<file path="config.mk">
export PLATFORM = sky130hd
export DESIGN_NAME = alu_uart_sequencer
export DESIGN_NICKNAME = d
export VERILOG_FILES = /design/src/rtl/alu_pkg.sv /design/src/rtl/alu_uart_sequencer.sv
export SDC_FILE = /design/constraint.sdc
export NUM_CORES = 1
export LEC_CHECK = 0
export CAP_MARGIN = 15
export CORE_UTILIZATION = 30
export CTS_CLUSTER_SIZE = 24
export DETAILED_ROUTE_END_ITERATION = 8
export GPL_ROUTABILITY_DRIVEN = 0
export GPL_TIMING_DRIVEN = 0
export MAX_ROUTING_LAYER = met4
export PLACE_DENSITY = 0.6
export SYNTH_ARGS = -nofsm -noshare
export SYNTH_HDL_FRONTEND = slang
export SYNTH_SLANG_ARGS = --single-unit
</file>
<file path="constraint.sdc">
create_clock -name clk -period 1.9 [get_ports clk]
set_input_delay 0.19 -clock clk [delete_from_list [all_inputs] [get_ports clk]]
set_output_delay 0.19 -clock clk [all_outputs]
set_load 0.005 [all_outputs]
</file>
<file path="src/rtl/alu_pkg.sv">
// alu_pkg: shared definitions for the ALU and its UART command sequencer.
//   - Opcode constants (MIPS-style funct codes) used by both the ALU and the sequencer.
//   - Sequencer FSM state enumeration.
//   - ERR_BYTE: byte returned to the host when an opcode is not recognised.
//   - op_is_valid(): opcode legality check.
package alu_pkg;

    localparam int unsigned OP_W = 6;

    localparam logic [OP_W-1:0] OP_ADD = 6'h20;
    localparam logic [OP_W-1:0] OP_SUB = 6'h22;
    localparam logic [OP_W-1:0] OP_AND = 6'h24;
    localparam logic [OP_W-1:0] OP_OR  = 6'h25;
    localparam logic [OP_W-1:0] OP_XOR = 6'h26;
    localparam logic [OP_W-1:0] OP_NOR = 6'h27;
    localparam logic [OP_W-1:0] OP_SRA = 6'h03;
    localparam logic [OP_W-1:0] OP_SRL = 6'h02;

    localparam logic [7:0] ERR_BYTE = 8'hFF;

    typedef enum logic [2:0] {
        StWaitA,
        StWaitB,
        StWaitOp,
        StExec,
        StSend,
        StWaitTx
    } seq_state_t;

    function automatic logic op_is_valid(input logic [OP_W-1:0] op);
        case (op)
            OP_ADD, OP_SUB, OP_AND, OP_OR, OP_XOR, OP_NOR, OP_SRA, OP_SRL: return 1'b1;
            default: return 1'b0;
        endcase
    endfunction

endpackage

</file>
<file path="src/rtl/alu_uart_sequencer.sv">
// alu_uart_sequencer: collects a three-byte command frame (A, B, opcode) from a UART
// receiver, presents it to an external combinational ALU, registers the result and
// hands it to a UART transmitter with a start/done handshake.
//
// Ports:
//   clk, reset              system clock, synchronous active-high reset
//   rx_data, rx_done        received byte and its one-cycle valid pulse
//   alu_a, alu_b, alu_op    registered operands/opcode driven to the ALU
//   alu_result              combinational ALU result
//   tx_data, tx_start       byte to transmit and its one-cycle start pulse
//   tx_done                 one-cycle pulse, transmitter finished the byte
//   op_err                  one-cycle pulse, invalid opcode (tx_data = all ones)
//   overrun                 one-cycle pulse, received byte dropped while busy
module alu_uart_sequencer
    import alu_pkg::*;
#(
    parameter int unsigned N    = 8,
    parameter int unsigned N_op = 6
) (
    input  logic            clk,
    input  logic            reset,
    input  logic [N-1:0]    rx_data,
    input  logic            rx_done,
    output logic [N-1:0]    alu_a,
    output logic [N-1:0]    alu_b,
    output logic [N_op-1:0] alu_op,
    input  logic [N-1:0]    alu_result,
    output logic [N-1:0]    tx_data,
    output logic            tx_start,
    input  logic            tx_done,
    output logic            op_err,
    output logic            overrun
);

    seq_state_t state;

    always_ff @(posedge clk) begin
        if (reset) begin
            state    <= StWaitA;
            alu_a    <= '0;
            alu_b    <= '0;
            alu_op   <= '0;
            tx_data  <= '0;
            tx_start <= 1'b0;
            op_err   <= 1'b0;
            overrun  <= 1'b0;
        end else begin
            // Pulse outputs default low; each is raised for exactly one cycle below.
            tx_start <= 1'b0;
            op_err   <= 1'b0;
            overrun  <= 1'b0;

            case (state)
                StWaitA: begin
                    if (rx_done) begin
                        alu_a <= rx_data;
                        state <= StWaitB;
                    end
                end

                StWaitB: begin
                    if (rx_done) begin
                        alu_b <= rx_data;
                        state <= StWaitOp;
                    end
                end

                StWaitOp: begin
                    if (rx_done) begin
                        alu_op <= rx_data[N_op-1:0];
                        state  <= StExec;
                    end
                end

                StExec: begin
                    // ALU inputs have been stable for a full cycle; capture its result.
                    if (op_is_valid(OP_W'(alu_op))) begin
                        tx_data <= alu_result;
                    end else begin
                        // All-ones error byte, sized to N rather than fixed at ERR_BYTE width.
                        tx_data <= {N{1'b1}};
                        op_err  <= 1'b1;
                    end
                    tx_start <= 1'b1;
                    overrun  <= rx_done;
                    state    <= StSend;
                end

                StSend: begin
                    overrun <= rx_done;
                    state   <= StWaitTx;
                end

                StWaitTx: begin
                    if (tx_done) begin
                        // A byte arriving with tx_done starts the next frame immediately.
                        if (rx_done) begin
                            alu_a <= rx_data;
                            state <= StWaitB;
                        end else begin
                            state <= StWaitA;
                        end
                    end else begin
                        overrun <= rx_done;
                    end
                end

                default: state <= StWaitA;
            endcase
        end
    end

endmodule
</file>
# Word level (Yosys, flattened, before mapping)
# Cells that the tools add are included.
[word_totals]
out_inout_bits = 33
reg_bits = 36
input_bits = 20
wordCells = 52
[classes]
n_reduce_logical = 9
bitwise_logic = 1
eq_ne = 17
muxes = 17
[op_table]
columns = ["operator", "count"]
rows = [
  ["equality test 6 bit, second input constant", 6],
  ["two-way mux 8 bit", 3],
  ["one-hot mux 3 bit (6 select lines)", 1],
  ["one-hot mux 8 bit (2 select lines)", 1],
  ["equality test 6 x 2 -> 1 bit, second input constant", 2],
  ["two-way mux 3 bit", 4],
  ["!= test 2 bit, second input constant", 4],
  ["OR reduction 8 bit", 1],
  ["two-way mux 1 bit", 7],
  ["equality test 3 x 2 -> 1 bit, second input constant", 2],
  ["equality test 3 bit, second input constant", 2],
  ["AND reduction 2 bit", 3],
  ["AND reduction 4 bit", 1],
  ["OR reduction 2 bit", 2],
  ["equality test 3 x 1 -> 1 bit, second input constant", 1],
  ["zero test 3 bit", 1],
  ["one-hot mux 1 bit (2 select lines)", 1],
  ["nonzero test 2 bit", 1],
  ["inverter 1 bit", 1],
]

# Depth between registers and ports, before layout
[logic_depth]
ltp_word = 6
ltp_mapped = 5
depth_no_buf = 3

# Least setup slack after synthesis
# OpenSTA, ideal clock, no wires.
[synth_timing]
path_type = "reg2reg"
startpoint = "register state[2]"
endpoint = "register alu_a[0]"
synth_period_minus_slack_ps = 1257
path_buffers = 2
stages_incl_launch_ff = 6
required_time_ps = 1783
arrival_time_ps = 1140
path_slack_ps = 643
setup_time_ps = 117
cell_sequence = "dfxtp_1 -> buf_4 -> a21bo_1 -> and4b_1 -> buf_6 -> a22o_1"
[synth_between]
elab_chain_cells = 3
elab_cells_between_ends = 6
cone_classes = "eq/ne: 2; mux: 1; reduce/logical: 3"
[synth_lines]
columns = ["element", "line_no", "text"]
rows = [
  ["start: declaration", "alu_uart_sequencer.sv:35", "seq_state_t state;"],
  ["start signal: assignment", "alu_uart_sequencer.sv:39", "state <= StWaitA;"],
  ["start signal: assignment", "alu_uart_sequencer.sv:57", "state <= StWaitB;"],
  ["start signal: assignment", "alu_uart_sequencer.sv:64", "state <= StWaitOp;"],
  ["equality test 3 bit or zero test 3 bit (tied branches)", "alu_uart_sequencer.sv:53", "case (state)"],
  ["!= test 2 bit (no line) or nonzero test 2 bit (tied branches)", "-", ""],
  ["AND reduction 2 bit (no line)", "-", ""],
  ["end signal: assignment", "alu_uart_sequencer.sv:56", "alu_a <= rx_data;"],
  ["end signal: assignment", "alu_uart_sequencer.sv:98", "alu_a <= rx_data;"],
  ["end: declaration", "alu_uart_sequencer.sv:24", "output logic [N-1:0] alu_a,"],
]
# Parallel ways exist; a longest one is shown, timed or not.
# A chain may end at the register's enable or synchronous reset.

# Worst setup path in the final report
[layout_timing]
startpoint = "input port reset"
endpoint = "register overrun"
[layout_rtl]
columns = ["element", "line_no", "text"]
rows = [
  ["start: declaration", "alu_uart_sequencer.sv:21", "input logic reset,"],
  ["end signal: assignment", "alu_uart_sequencer.sv:85", "overrun <= rx_done;"],
  ["end signal: assignment", "alu_uart_sequencer.sv:90", "overrun <= rx_done;"],
  ["end signal: assignment", "alu_uart_sequencer.sv:104", "overrun <= rx_done;"],
  ["end: declaration", "alu_uart_sequencer.sv:32", "output logic overrun"],
]
# No word-level cell between the ends.

==> results.ini <==
[route]
drt_first_pass_iters = 4
route.detailed.vias_per_inst = 4.76
via_count = 1181
routed_wirelength_um = 3300
drt.antenna.violating_nets = 0
detail_route.drc_violations = 0
drtIter0Drc = 24
routed_wire_length_per_instance_um = 13.3

[finish]
final-instance-count-excl-fill = 248
n_antenna_cell = 0
layout.cells.most_common = sky130_fd_sc_hd__clkdlybuf4s50_1
layout.cells.most_common_list = sky130_fd_sc_hd__clkdlybuf4s50_1 (52), sky130_fd_sc_hd__dfxtp_1 (36), sky130_fd_sc_hd__nor2_1 (20), sky130_fd_sc_hd__mux2i_1 (15)
layout-drive-gt1-share_pct = 8.16
areaGrowthSynthToFinish_pct = 50.0
net_count_of_the_finished_layout = 215
final_design_area_no_fill_um2 = 2080

[power]
comb_power_share_pct = 14.6
power.share.clock_pct = 37.7
net-switching-power_mw = 0.377
static_leakage_nw = 0.790
power_switching_share_pct = 22.1
seq_power_share_pct = 47.7
worst_ir_drop_vdd_mv = 0.450
internal_portion_of_total_power_mw = 1.33
powerDensity_nw_per_um2 = 823

[synthesis]
postSynthRegisterBits = 36
synth.largest_area_cell = sky130_fd_sc_hd__dfxtp_1
synth_nets = 156
yosys.area.top_type_share_pct = 52.0
post_synthesis_sequential_area_ratio_pct = 52.0
count_of_mapped_cells_out_of_synthesis = 136
syn_area_um2 = 1390
syn-mean-instance-area_um2 = 10.2
synthTopCellsByArea = sky130_fd_sc_hd__dfxtp_1 (52%), sky130_fd_sc_hd__mux2i_1 (11%), sky130_fd_sc_hd__a22o_1 (5.7%)
yosys_warnings = 0
synth.lib_cells_used.distinct = 27

[placed_design]
numPlacedInstances = 240
portBuffers = 52
dpl.hpwl_um = 2480
placed_cell_area_um2 = 1970

[clocking]
cts_setup_buffers = 0
cts_hold_repair.buffers = 0
cts_buffers = 5
postCtsResizedCells = 0
tritoncts = built
clock-sinks = 36
cts.htree.levels = 2
cts-root-to-sink-buffers = 2
cts.clk_slew.worst_paths_ns = 0.07
ctsRootBufferMaster = sky130_fd_sc_hd__clkbuf_8
clk-insertion-delay-late_ns = 0.28

[floorplan]
io_pins = 53
floorplan.initialDensity_pct = 31.6
die_area_um2 = 4890
die_w_um = 69.9
area_of_the_core_region_um2 = 4380
vertical_die_dimension_um = 69.9
floorplan.rows = 24

[sta]
tightestPinTransition_ns = 0.478
final_max_slew_viol_count = 0
totalNegativeSetupSlack_ns = 0
unrepaired_setup_endpoints_after_global_routing = false
slew-limit-headroom_pct = 68.1
fin_worst_skew_ns = 0.00489
report.final.hold_viol_count = 0
min_period_over_period_pct = 74.5
fin_crit_ns = 1.42
max_freq_mhz = 706
report.final.setup_viol = 0

[critical_path]
cp.arrival_ns = 1.56
critPathMaxFanout = 10
timing_worst_setup_path_type = input port to flop
critPathLaunchType = input port
required_ns = 2.05
end_kind = flop

[grt]
antenna_found_initial = 0
grt_max_degree = 12
globalRoute.totalOverflow = 0
first_global_vias = 1147
grt_first_pass_wirelength_um = 5360
globalRouteTotalUtil_pct = 14.3

[hold_path]
min_path_type = flop to flop

[outcome]
run_status = finished clean

[flow_run]
maxCapViolCount = 0

[cell families after synthesis]
logic type	after synthesis	synth area share (%)
and+or+nand+nor	40	15.0
AOI/OAI and AO/OA	31	16.5
DFF	36	52.0
xor gates and xnor gates	1	0.632
muxes	15	10.8
buffers and inverters	13	4.97
[power by group through the flow]
stage	Combinational (mW)	Sequential, mW	Clock (mW)
CTS	0.254	0.816	0.673
finish	0.250	0.816	0.644
global placement	0.248	0.831	0
detailed placement	0.252	0.833	0
floorplan	0.114	0.833	0
global route	0.271	0.821	0.704
[sequential cells by signal (all words and copies together), names as in the netlist]
name and flops:
alu_op 6, op_err 1, alu_b 8, alu_a 8, state 3, tx_data 8, tx_start 1, overrun 1
[per-layer routing]
| layer | track usage, % | routed length, µm | vias to the layer above |
|---|---|---|---|
| met5 | - | 0 | - |
| met4 | 5.33 | 35 | 0 |
| met3 | 5.63 | 293 | 5 |
| met2 | 20.9 | 1390 | 47 |
| met1 | 17.8 | 1580 | 533 |
| li1 | - | - | 596 |
[Yosys cell counts]
cell	n
sky130_fd_sc_hd__a211oi_1	4
sky130_fd_sc_hd__a21bo_1	1
sky130_fd_sc_hd__a21boi_0	1
sky130_fd_sc_hd__a21oi_1	8
sky130_fd_sc_hd__a22o_1	9
sky130_fd_sc_hd__a31oi_2	1
sky130_fd_sc_hd__and3b_1	1
sky130_fd_sc_hd__and4b_1	1
sky130_fd_sc_hd__and4bb_1	2
sky130_fd_sc_hd__buf_1	1
sky130_fd_sc_hd__buf_2	4
sky130_fd_sc_hd__buf_4	2
sky130_fd_sc_hd__buf_6	1
sky130_fd_sc_hd__clkbuf_1	4
sky130_fd_sc_hd__dfxtp_1	36
sky130_fd_sc_hd__inv_1	1
sky130_fd_sc_hd__mux2i_1	15
sky130_fd_sc_hd__nand2_1	1
sky130_fd_sc_hd__nand2b_1	2
sky130_fd_sc_hd__nand3b_1	2
sky130_fd_sc_hd__nor2_1	20
sky130_fd_sc_hd__nor2b_1	1
sky130_fd_sc_hd__nor3_1	9
sky130_fd_sc_hd__o21ai_0	1
sky130_fd_sc_hd__o21bai_1	6
sky130_fd_sc_hd__or2_2	1
sky130_fd_sc_hd__xor2_1	1
[stage by stage]
stage / total power, mW / hold WS, ns / setup WS, ns / utilization [%]
detailed placement: 1.08 / 0.456 / 0.173 / 44.9
floorplan: 0.947 / 0.309 / 0.643 / -
global placement: 1.08 / 0.456 / 0.175 / 44.9
finish: 1.71 / 0.474 / 0.484 / 47.4
CTS: 1.74 / 0.478 / 0.456 / 47.4
global route: 1.80 / 0.488 / 0.393 / 47.4
[layout make-up]
class	count	area (µm²)
clock inverters	2	35.0
clock buffers	6	72.6
plain buffers	12	65.1
well taps	52	65.1
multi-input cells	87	596
inverters	1	3.75
fillers	412	2310
repair buffers	52	520
flip-flops and latches	36	721
[final timing paths]
check | startpoint | to | slack [ns] | cells past startpoint
hold reg to reg | alu_a[5] | alu_a[5] | 0.47 | 1
hold / removal | alu_a[5] | alu_a[5] | 0.47 | 1
setup / recovery | reset | overrun | 0.48 | 4
setup reg to reg | state[2] | alu_a[0] | 0.55 | 4
[worst max-delay path, stage by stage]
cell and delay [ns]:
sky130_fd_sc_hd__clkdlybuf4s50_1 0.47, sky130_fd_sc_hd__clkbuf_1 0.39, sky130_fd_sc_hd__buf_1 0.41, sky130_fd_sc_hd__a211oi_1 0.10
Note: power is estimated with default switching activity, not from simulation.
